**config.mk**
```make
export PLATFORM = sky130hd
export DESIGN_NAME = oled_pattern_gen_flat
export DESIGN_NICKNAME = d
export VERILOG_FILES = /design/src/rtl/oled_pattern_gen_if.sv /design/src/rtl/oled_pattern_gen.sv /design/src/flat_wrapper.sv
export SDC_FILE = /design/constraint.sdc
export NUM_CORES = 1
export LEC_CHECK = 0
export ABC_CLOCK_PERIOD_IN_PS = 3200
export CORE_MARGIN = 4
export CORE_UTILIZATION = 55
export CTS_CLUSTER_DIAMETER = 150
export CTS_CLUSTER_SIZE = 20
export DETAILED_ROUTE_END_ITERATION = 6
export PLACE_DENSITY_LB_ADDON = 0.2
export SKIP_LAST_GASP = 1
export SYNTH_ARGS = -nofsm -noshare
export SYNTH_HDL_FRONTEND = slang
export SYNTH_SLANG_ARGS = --single-unit
```
**constraint.sdc**
```tcl
create_clock -name clk -period 3.2 [get_ports clk]
set_input_delay 0.64 -clock clk [delete_from_list [all_inputs] [get_ports clk]]
set_output_delay 0.64 -clock clk [all_outputs]
set_load 0.1 [all_outputs]
```
**src/rtl/oled_pattern_gen_if.sv**
```systemverilog
// Pixel-coordinate / colour bundle between oled_video
// and the pattern generator.
interface oled_pattern_gen_if #(
  parameter int C_x_bits     = 7,
  parameter int C_y_bits     = 6,
  parameter int C_color_bits = 8
);
  logic [C_x_bits-1:0]     x;
  logic [C_y_bits-1:0]     y;
  logic                    mode_next;
  logic                    scroll_en;
  logic [C_color_bits-1:0] color;
  logic [1:0]              mode;
  logic                    frame;

  modport master (
    output x,
    output y,
    output mode_next,
    output scroll_en,
    input  color,
    input  mode,
    input  frame
  );

  modport slave (
    input  x,
    input  y,
    input  mode_next,
    input  scroll_en,
    output color,
    output mode,
    output frame
  );
endinterface

```
**src/rtl/oled_pattern_gen.sv**
```systemverilog
// Multi-mode test-pattern source for the SSD1331 path:
// four patterns, frame-synchronous mode switch and scroll.
module oled_pattern_gen #(
  parameter int C_x_size          = 96,
  parameter int C_y_size          = 64,
  parameter int C_x_bits          = 7,
  parameter int C_y_bits          = 6,
  parameter int C_color_bits      = 8,
  parameter int C_square_log2     = 3,
  parameter int C_scroll_div_log2 = 2,
  parameter int C_mode_init       = 0
) (
  input  logic              clk,
  input  logic              reset,
  oled_pattern_gen_if.slave io
);

  localparam logic [C_x_bits-1:0] X_LAST =
    C_x_bits'(C_x_size - 1);
  localparam logic [C_y_bits-1:0] Y_LAST =
    C_y_bits'(C_y_size - 1);
  localparam logic [8:0] DIV_M9 =
    9'((1 << C_scroll_div_log2) - 1);
  localparam logic [7:0] DIV_MASK = DIV_M9[7:0];
  localparam logic [1:0] MODE_INIT = 2'(C_mode_init);

  logic [C_y_bits-1:0] y_prev;
  logic                btn_prev;
  logic                pending;
  logic [1:0]          mode_q;
  logic [7:0]          frame_cnt;
  logic [C_x_bits-1:0] scroll;

  logic                frame_tick;
  logic                btn_edge;
  logic                advance;
  logic                scroll_step;
  logic [C_x_bits-1:0] xs;
  logic [7:0]          xs8;
  logic [7:0]          y8;
  logic                chk;
  logic                border;
  logic [7:0]          r;
  logic [7:0]          g;
  logic [7:0]          b;
  logic [C_color_bits-1:0] pix;

  assign frame_tick = (y_prev == Y_LAST) &&
                      (io.y == '0);
  assign btn_edge   = io.mode_next && !btn_prev;
  assign advance    = pending || btn_edge;
  assign scroll_step =
    io.scroll_en &&
    ((frame_cnt & DIV_MASK) == DIV_MASK);

  assign xs  = io.x + scroll;
  // left-justify coordinates into 8-bit channel values
  assign xs8 = 8'({xs, 8'h00} >> C_x_bits);
  assign y8  = 8'({io.y, 8'h00} >> C_y_bits);

  assign chk = xs[C_square_log2] ^
               io.y[C_square_log2];

  assign border = (io.x == '0) ||
                  (io.x == X_LAST) ||
                  (io.y == '0) ||
                  (io.y == Y_LAST);

  always_comb begin
    r = 8'h00;
    g = 8'h00;
    b = 8'h00;
    unique case (1'b1)
      (mode_q == 2'd0): begin
        if (chk) begin
          r = {xs8[7:5], 5'b0};
          g = {xs8[7:5], 5'b0};
        end else begin
          r = {y8[7:5], 5'b0};
        end
      end
      (mode_q == 2'd1): begin
        r = {8{xs8[7]}};
        g = {8{xs8[6]}};
        b = {8{xs8[5]}};
      end
      (mode_q == 2'd2): begin
        r = xs8;
        g = y8;
        b = frame_cnt;
      end
      (mode_q == 2'd3): begin
        r = {8{border}};
        g = {8{border}};
        b = {8{border}};
      end
      default: ;
    endcase
  end

  generate
    if (C_color_bits == 16) begin : g_rgb565
      assign pix = {r[7:3], g[7:2], b[7:3]};
    end else begin : g_rgb332
      assign pix = {r[7:5], g[7:5], b[7:6]};
    end
  endgenerate

  always_ff @(posedge clk) begin
    if (reset) begin
      y_prev    <= '0;
      btn_prev  <= 1'b1;
      pending   <= 1'b0;
      mode_q    <= MODE_INIT;
      frame_cnt <= 8'd0;
      scroll    <= '0;
      io.frame  <= 1'b0;
      io.color  <= '0;
    end else begin
      y_prev   <= io.y;
      btn_prev <= io.mode_next;
      io.frame <= frame_tick;
      io.color <= pix;
      if (frame_tick) begin
        frame_cnt <= frame_cnt + 8'd1;
        if (advance) begin
          mode_q  <= mode_q + 2'd1;
          pending <= 1'b0;
        end
        if (scroll_step)
          scroll <= scroll + C_x_bits'(1);
      end else if (btn_edge) begin
        pending <= 1'b1;
      end
    end
  end

  assign io.mode = mode_q;

endmodule

```
**src/flat_wrapper.sv**
```systemverilog
// flat-port wrapper written by rule: the top's interface ports become plain ports
module oled_pattern_gen_flat 
#(
  parameter int C_x_size          = 96,
  parameter int C_y_size          = 64,
  parameter int C_x_bits          = 7,
  parameter int C_y_bits          = 6,
  parameter int C_color_bits      = 8,
  parameter int C_square_log2     = 3,
  parameter int C_scroll_div_log2 = 2,
  parameter int C_mode_init       = 0
)
  (clk, reset, io_x, io_y, io_mode_next, io_scroll_en, io_color, io_mode, io_frame);
  oled_pattern_gen_if #(.C_x_bits(C_x_bits), .C_y_bits(C_y_bits), .C_color_bits(C_color_bits)) io_i ();
  input  logic clk;
  input  logic reset;
  input wire logic [$bits(io_i.x)-1:0] io_x;
  input wire logic [$bits(io_i.y)-1:0] io_y;
  input wire logic [$bits(io_i.mode_next)-1:0] io_mode_next;
  input wire logic [$bits(io_i.scroll_en)-1:0] io_scroll_en;
  output wire logic [$bits(io_i.color)-1:0] io_color;
  output wire logic [$bits(io_i.mode)-1:0] io_mode;
  output wire logic [$bits(io_i.frame)-1:0] io_frame;
  assign io_i.x = io_x;
  assign io_i.y = io_y;
  assign io_i.mode_next = io_mode_next;
  assign io_i.scroll_en = io_scroll_en;
  assign io_color = io_i.color;
  assign io_mode = io_i.mode;
  assign io_frame = io_i.frame;
  oled_pattern_gen #(.C_x_size(C_x_size), .C_y_size(C_y_size), .C_x_bits(C_x_bits), .C_y_bits(C_y_bits), .C_color_bits(C_color_bits), .C_square_log2(C_square_log2), .C_scroll_div_log2(C_scroll_div_log2), .C_mode_init(C_mode_init)) u_core (.clk(clk), .reset(reset), .io(io_i));
endmodule
```
==> metrics, run 1 <==
post-layout min period 2623 ps; Crit Path Class in2reg; multi-input combinational cell area 980.9 sq um; critical path data required time 3350 ps; Final Hold Violating Endpoints 0; GR Util met1 0.2121; DRT iter0 DRCs 66; total global-route track usage 0.1871; clock-pin slew on the worst setup and hold paths 90 ps; Core Util, Final 0.7234; vias in the first global route 1427; most used flip-flop cell after synthesis dfxtp_1; Hold Path Class reg2reg; proportion of synthesized chip area in sequential cells 0.3971; result of the run completed; maximum clock rate 381.3 MHz; DR vias 1408; Reg2Reg Launch Point u_core.scroll[3]$_SDFFE_PP0P_; drt via density 5.457; CTS-repair resized insts 0; final WL 3416 um; number of register bits inferred by synthesis 34; routability-driven placement congestion ratio 0.8525; Tcrit/Tclk final 0.8196; Detail Placement HPWL 2677 um; count of TritonRoute iterations in the first routing pass 4; nature of the critical path endpoint flop; buffer depth of the longest clock path 2; final worst-path setup slack 577.3 ps; number of enable-type register cells in the synthesized netlist 0; Routed wire per std cell 13.24 um; fraction of registers with async set/reset 0; minimum setup slack after placement 267.6 ps; Post-Synthesis Cells 184; Overflow after GRT 0; final setup violation count 0; Clock Latency Late Sink 320 ps; Core Region 2877 sq um; worst hold path stage count 2; hold_sp u_core.frame_cnt[7]$_SDFFE_PP0P_; root buffer cell clkbuf_4; leakage power of the design 0.0008365 uW; worst IR drop on VDD 0.2911 mV; DRC violations left 0; Die Y 63.83 um; Finished Cell Area 2081 sq um; max-capacitance violation count 0; headroom to the max-slew limit 0.3498; starting utilization of the core area 0.5959; endpoint of the most critical register-to-register path u_core.io.color[6]$_SDFF_PP0_; Mapped Area 1714 sq um; CTS Sinks 34; antenna violations before repair 0; TritonCTS clock tree built; share of layout cells above drive strength 1 0.1435; # Post-CTS Setup Buffers 0; Final Max Slew Viols 0; Top Ports 28; count of buffers inserted at the top-level ports 27; H-tree levels 2; synth unique cells 44; count of synthesis-stage warnings from yosys 0; unrepaired setup endpoints after global routing false; cells on worst reg2reg path 7; sum of negative setup slack 0 ps; Syn-to-layout area delta 21.39%; fin nets 243; number of antenna-violating nets in the routed design 0; global-route wire length before repair 6072 um; data arrival time of the worst path 2770 ps; maximum fanout encountered on the critical timing path 7; Endpoint, Worst Hold u_core.io.color[1]$_SDFF_PP0_; number of buffers created by CTS 5; flip-flop and latch area 680.7 sq um; Post-Syn Nets 212; Die Width 63.83 um; met2 routing resource usage after global routing 0.3226; startpoint kind of the worst setup timing path input port; number of core rows 19; clk_skew 14.48 ps; global-route track usage on met3 0.05604; # diodes 0; area after detailed placement 2006 sq um; Die ar. 4074 sq um; number of buffers inserted by hold repair at cts 0; Most Crowded Layer GR met2; power per standard cell area 409.1 nW/um^2; register-to-register path setup slack 990 ps; Avg Cell Area, Syn 9.316 sq um; largest net degree at the start of global routing 16; transition time at the pin with the least slew margin 962.7 ps; Fill cells 221
-- where the power goes --
part           switching, uW  leakage, uW  total, uW  internal [uW]
clock network            125    0.0000395        291            166
logic                   76.8     0.000520        125           47.8
registers               2.53     0.000277        436            433
-- logic make-up (layout without fill, tap and decap cells) --
family	after synthesis	count (layout)	share of synthesized area
and+or+nand+nor	67	67	0.2292
AOI/OAI and AO/OA	38	38	0.1387
DFF	34	34	0.3971
xor gates and xnor gates	18	18	0.1000
buffers and inverters	12	44	0.03066
adders and majority gates	11	11	0.08029
muxes	4	4	0.02409
-- synth_stat cells, types with 2 or more instances --
library cell	count	share of area
o21ai_0	5	0.015
xnor2_1	9	0.046
nand4_1	5	0.018
ha_1	11	0.080
and4_1	2	0.010
and2_1	2	0.0073
xor2_1	8	0.041
clkbuf_1	6	0.013
nor2b_1	8	0.029
a31oi_1	3	0.011
dfxtp_1	34	0.40
or2_2	3	0.011
a22oi_1	3	0.013
a21oi_1	16	0.047
or3_1	2	0.0073
nand2_1	11	0.024
mux2i_1	3	0.018
inv_1	5	0.011
nor3_2	2	0.012
nand3_1	6	0.018
a211oi_1	2	0.0088
nor2_1	16	0.035
-- cells in the final DEF (no fill, tap or decap), drive strengths merged, types with 5 or more instances in the layout --
master	synthesis	layout
clkbuf	6	7
clkdlybuf4s50	0	16
nand4	5	5
a21oi	16	16
xnor2	9	9
inv	5	5
o21ai	5	5
nand2	11	11
nor2b	8	8
dfxtp	34	34
buf	1	15
ha	11	11
nand3	7	7
xor2	8	8
nor2	16	16
-- stage by stage --
step	cells	hold slack (ps)	total power [uW]
2_1_floorplan	184	456.2	525.8
3_3_place_gp	250	483.9	567.0
3_5_place_dp	250	483.8	569.9
4_1_cts	258	501.3	862.4
5_1_grt	258	556.7	898.1
6_report	258	493.5	851.1
-- worst max-delay path, cell delays in order --
cell and delay, ps:
clkdlybuf4s50_1 460, ha_1 420, and3b_1 220, a311oi_1 270
nand3_1 200, mux2_2 320, a22oi_1 140, a21oi_1 100
-- flip-flops by register name, indices dropped and copies added, names as in the netlist --
register,cells
u_core.io.frame,1
u_core.btn_prev,1
u_core.frame_cnt,8
u_core.y_prev,6
u_core.io.mode,2
u_core.io.color,8
u_core.scroll,7
u_core.pending,1
-- area by class of cell --
cell class              count  area share
repair buffers             31      0.1311
inverters                   5    0.009020
multi-input cells         138      0.4714
well taps                  42     0.02526
flip-flops and latches     34      0.3271
clock inverters             1     0.01443
clock buffers               7     0.02165
-- layer usage --
metal	share of wire	vias to the layer above	wire, um
li1	-	717	-
met1	0.43	654	1466
met2	0.51	31	1731
met3	0.047	6	162
met4	0.016	0	56
met5	0	-	0
-- worst max-delay path by stage --
stage / start / to / slack [ps]
after detailed placement: io_y[1] / u_core.scroll[4]$_SDFFE_PP0P_ / 270
after global routing: io_x[3] / u_core.io.color[6]$_SDFF_PP0_ / 450
after global placement: io_y[1] / u_core.scroll[4]$_SDFFE_PP0P_ / 320
after floorplan: u_core.io.mode[0]$_SDFFE_PP0P_ / u_core.io.color[7]$_SDFF_PP0_ / 720
after CTS: io_y[1] / u_core.scroll[4]$_SDFFE_PP0P_ / 620
final: io_x[4] / u_core.io.color[6]$_SDFF_PP0_ / 580
No activity file was read; power rests on OpenSTA's default activity.
==> run 2: changes to the inputs <==
--- a/config.mk
+++ b/config.mk
@@ -5,9 +5,9 @@
 export SDC_FILE = /design/constraint.sdc
 export NUM_CORES = 1
 export LEC_CHECK = 0
-export ABC_CLOCK_PERIOD_IN_PS = 3200
+export ABC_CLOCK_PERIOD_IN_PS = 2600
 export CORE_MARGIN = 4
-export CORE_UTILIZATION = 55
+export CORE_UTILIZATION = 52
 export CTS_CLUSTER_DIAMETER = 150
 export CTS_CLUSTER_SIZE = 20
 export DETAILED_ROUTE_END_ITERATION = 6
==> constraint.sdc (replaced) <==
create_clock -name clk -period 2.6 [get_ports clk]
set_input_delay 0.52 -clock clk [delete_from_list [all_inputs] [get_ports clk]]
set_output_delay 0.52 -clock clk [all_outputs]
set_load 0.1 [all_outputs]
==> run 2 against run 1 <==
Effect of this change:
- global-route usage increased by 0.98 points
- worst setup slack got worse by 340 ps
- die area increased by 5.0%
- final cell count increased by 5.4%
- register-to-register slack got worse by 430 ps
- highest routed layer unchanged
- final area increased by 6.0%
- sequential power increased by 23%
- routed wire length increased by 8.2%
- critical path depth unchanged
- via count increased by 5.2%
- critical endpoint is now u_core.frame_cnt[5]$_SDFFE_PP0P_
- power increased by 39%
- clock power increased by 65%
==> metrics, run 2 (synthesis results as in run 1) <==
result of the run completed (unchanged); critical path data required time 2820 ps (was 3350 ps); # Post-CTS Setup Buffers 0 (unchanged); nature of the critical path endpoint flop (unchanged); number of antenna-violating nets in the routed design 0 (unchanged); routability-driven placement congestion ratio 0.8448 (was 0.8525); startpoint kind of the worst setup timing path input port (unchanged); Top Ports 28 (unchanged); leakage power of the design 0.0009098 uW (was 0.0008365 uW); final WL 3697 um (was 3416 um); count of buffers inserted at the top-level ports 27 (unchanged); DRC violations left 0 (unchanged); number of buffers created by CTS 5 (unchanged); Core Region 3103 sq um (was 2877 sq um); global-route wire length before repair 6472 um (was 6072 um); headroom to the max-slew limit 0.8006 (was 0.3498); Worst Setup SP io_y[1] (was io_x[4]); antenna violations before repair 0 (unchanged); count of TritonRoute iterations in the first routing pass 4 (unchanged); H-tree levels 2 (unchanged); DR vias 1481 (was 1408); total global-route track usage 0.1968 (was 0.1871); CTS Sinks 34 (unchanged); fin nets 255 (was 243); final setup violation count 0 (unchanged); DRT iter0 DRCs 102 (was 66); starting utilization of the core area 0.5524 (was 0.5959); Routed wire per std cell 13.59 um (was 13.24 um); drt via density 5.445 (was 5.457); # diodes 0 (unchanged); Tcrit/Tclk final 0.9078; maximum clock rate 423.7 MHz; CTS-repair resized insts 0 (unchanged); root buffer cell clkbuf_4 (unchanged); highest-count cells in the layout ignoring fill and taps dfxtp_1 (34), buf_4 (27), a21oi_1 (16), nor2_1 (16), clkdlybuf4s50_1 (16) (was dfxtp_1 (34), a21oi_1 (16), nor2_1 (16), clkdlybuf4s50_1 (16), buf_4 (15)); vias in the first global route 1483 (was 1427); worst hold path stage count 2 (unchanged); TritonCTS clock tree built (unchanged); power per standard cell area 535.4 nW/um^2 (was 409.1 nW/um^2); Crit Path Class in2reg (unchanged); Hold Path Class reg2reg (unchanged); Die ar. 4279 sq um (was 4074 sq um); Final Instance Count excl. Fillers 272 (was 258); Top Registers u_core.frame_cnt (8), u_core.io.color (8), u_core.scroll (7) (unchanged); buffer depth of the longest clock path 2 (unchanged); Clock Latency Late Sink 330 ps (was 320 ps); sum of negative setup slack 0 ps (unchanged); share of layout cells above drive strength 1 0.1974 (was 0.1435); Final Hold Violating Endpoints 0 (unchanged); most common cell after layout, fill and taps aside dfxtp_1 (unchanged); unrepaired setup endpoints after global routing false (unchanged); Die Y 65.42 um (was 63.83 um); Syn-to-layout area delta 28.61% (was 21.39%); data arrival time of the worst path 2580 ps (was 2770 ps); hold_sp u_core.frame_cnt[7]$_SDFFE_PP0P_ (unchanged); number of core rows 20 (was 19); clk_skew 8.981 ps (was 14.48 ps); largest net degree at the start of global routing 27 (was 16); Final Max Slew Viols 0 (unchanged); post-layout min period 2360 ps; number of buffers inserted by hold repair at cts 0 (unchanged); Overflow after GRT 0 (unchanged); Detail Placement HPWL 2904 um (was 2677 um); Reg2Reg Launch Point u_core.scroll[1]$_SDFFE_PP0P_ (was u_core.scroll[3]$_SDFFE_PP0P_); Die Width 65.42 um (was 63.83 um); max-capacitance violation count 0 (unchanged); Placed Instances 264 (was 250); transition time at the pin with the least slew margin 295.3 ps (was 962.7 ps); cells on worst reg2reg path 7 (unchanged); clock-pin slew on the worst setup and hold paths 110 ps (was 90 ps); maximum fanout encountered on the critical timing path 6 (was 7); worst IR drop on VDD 0.6555 mV (was 0.2911 mV); Worst Hold Margin 514.1 ps (was 493.5 ps)
[run 2: cell types whose count changed in the layout (fill, tap and decap cells not counted), sizes merged]
cell    delta
clkinv     +1
bufinv     +1
clkbuf     -2
buf       +12
[run 2: final cells by class]
class / instances / area [sq um]
multi-input combinational: 138 / 980.9
fill: 269 / 898.4
sequential: 34 / 680.7
timing repair buffer: 43 / 362.8
clock inverter: 3 / 68.82
tap: 44 / 55.05
clock buffer: 5 / 37.54
inverter: 5 / 18.77
[run 2: path summary, 6_finish.rpt]
path	end	slack, ps
worst max-delay path	u_core.frame_cnt[5]$_SDFFE_PP0P_	240
worst min-delay path	u_core.io.color[1]$_SDFF_PP0_	510
worst max register to register	u_core.io.color[6]$_SDFF_PP0_	560
worst min register to register	u_core.io.color[1]$_SDFF_PP0_	510
[run 2: metrics by stage]
| step | instance area (sq um) | setup WS, ps | utilization | total power [uW] |
|---|---|---|---|---|
| floorplan | 1714 | 119.9 | - | 647.2 |
| global placement | 2098 | -21.02 | 0.6762 | 706.5 |
| detailed placement | 2098 | -98.77 | 0.6762 | 711.0 |
| CTS | 2205 | 250.2 | 0.7105 | 1190 |
| global route | 2205 | 135.6 | 0.7105 | 1234 |
| finish | 2205 | 239.6 | 0.7105 | 1180 |
[run 2: per-layer routing]
layer / global-route usage / vias up / wire (um)
li1: - / 744 / -
met5: 0 / - / 0
met1: 0.2364 / 701 / 1570
met4: 0.04663 / 0 / 43
met2: 0.3489 / 32 / 1894
met3: 0.05128 / 4 / 188
[run 2: critical path, cell delays in order]
cell and delay (ps):
clkdlybuf4s50_1 430, or4_4 560, nor4_4 280, buf_4 200, and4_1 260, nand3_1 100, xor2_1 160, nor2_1 60
[run 2: power breakdown]
part           internal [uW]  switching [uW]
clock network            301             180
logic                   66.4            96.7
registers                534            3.23
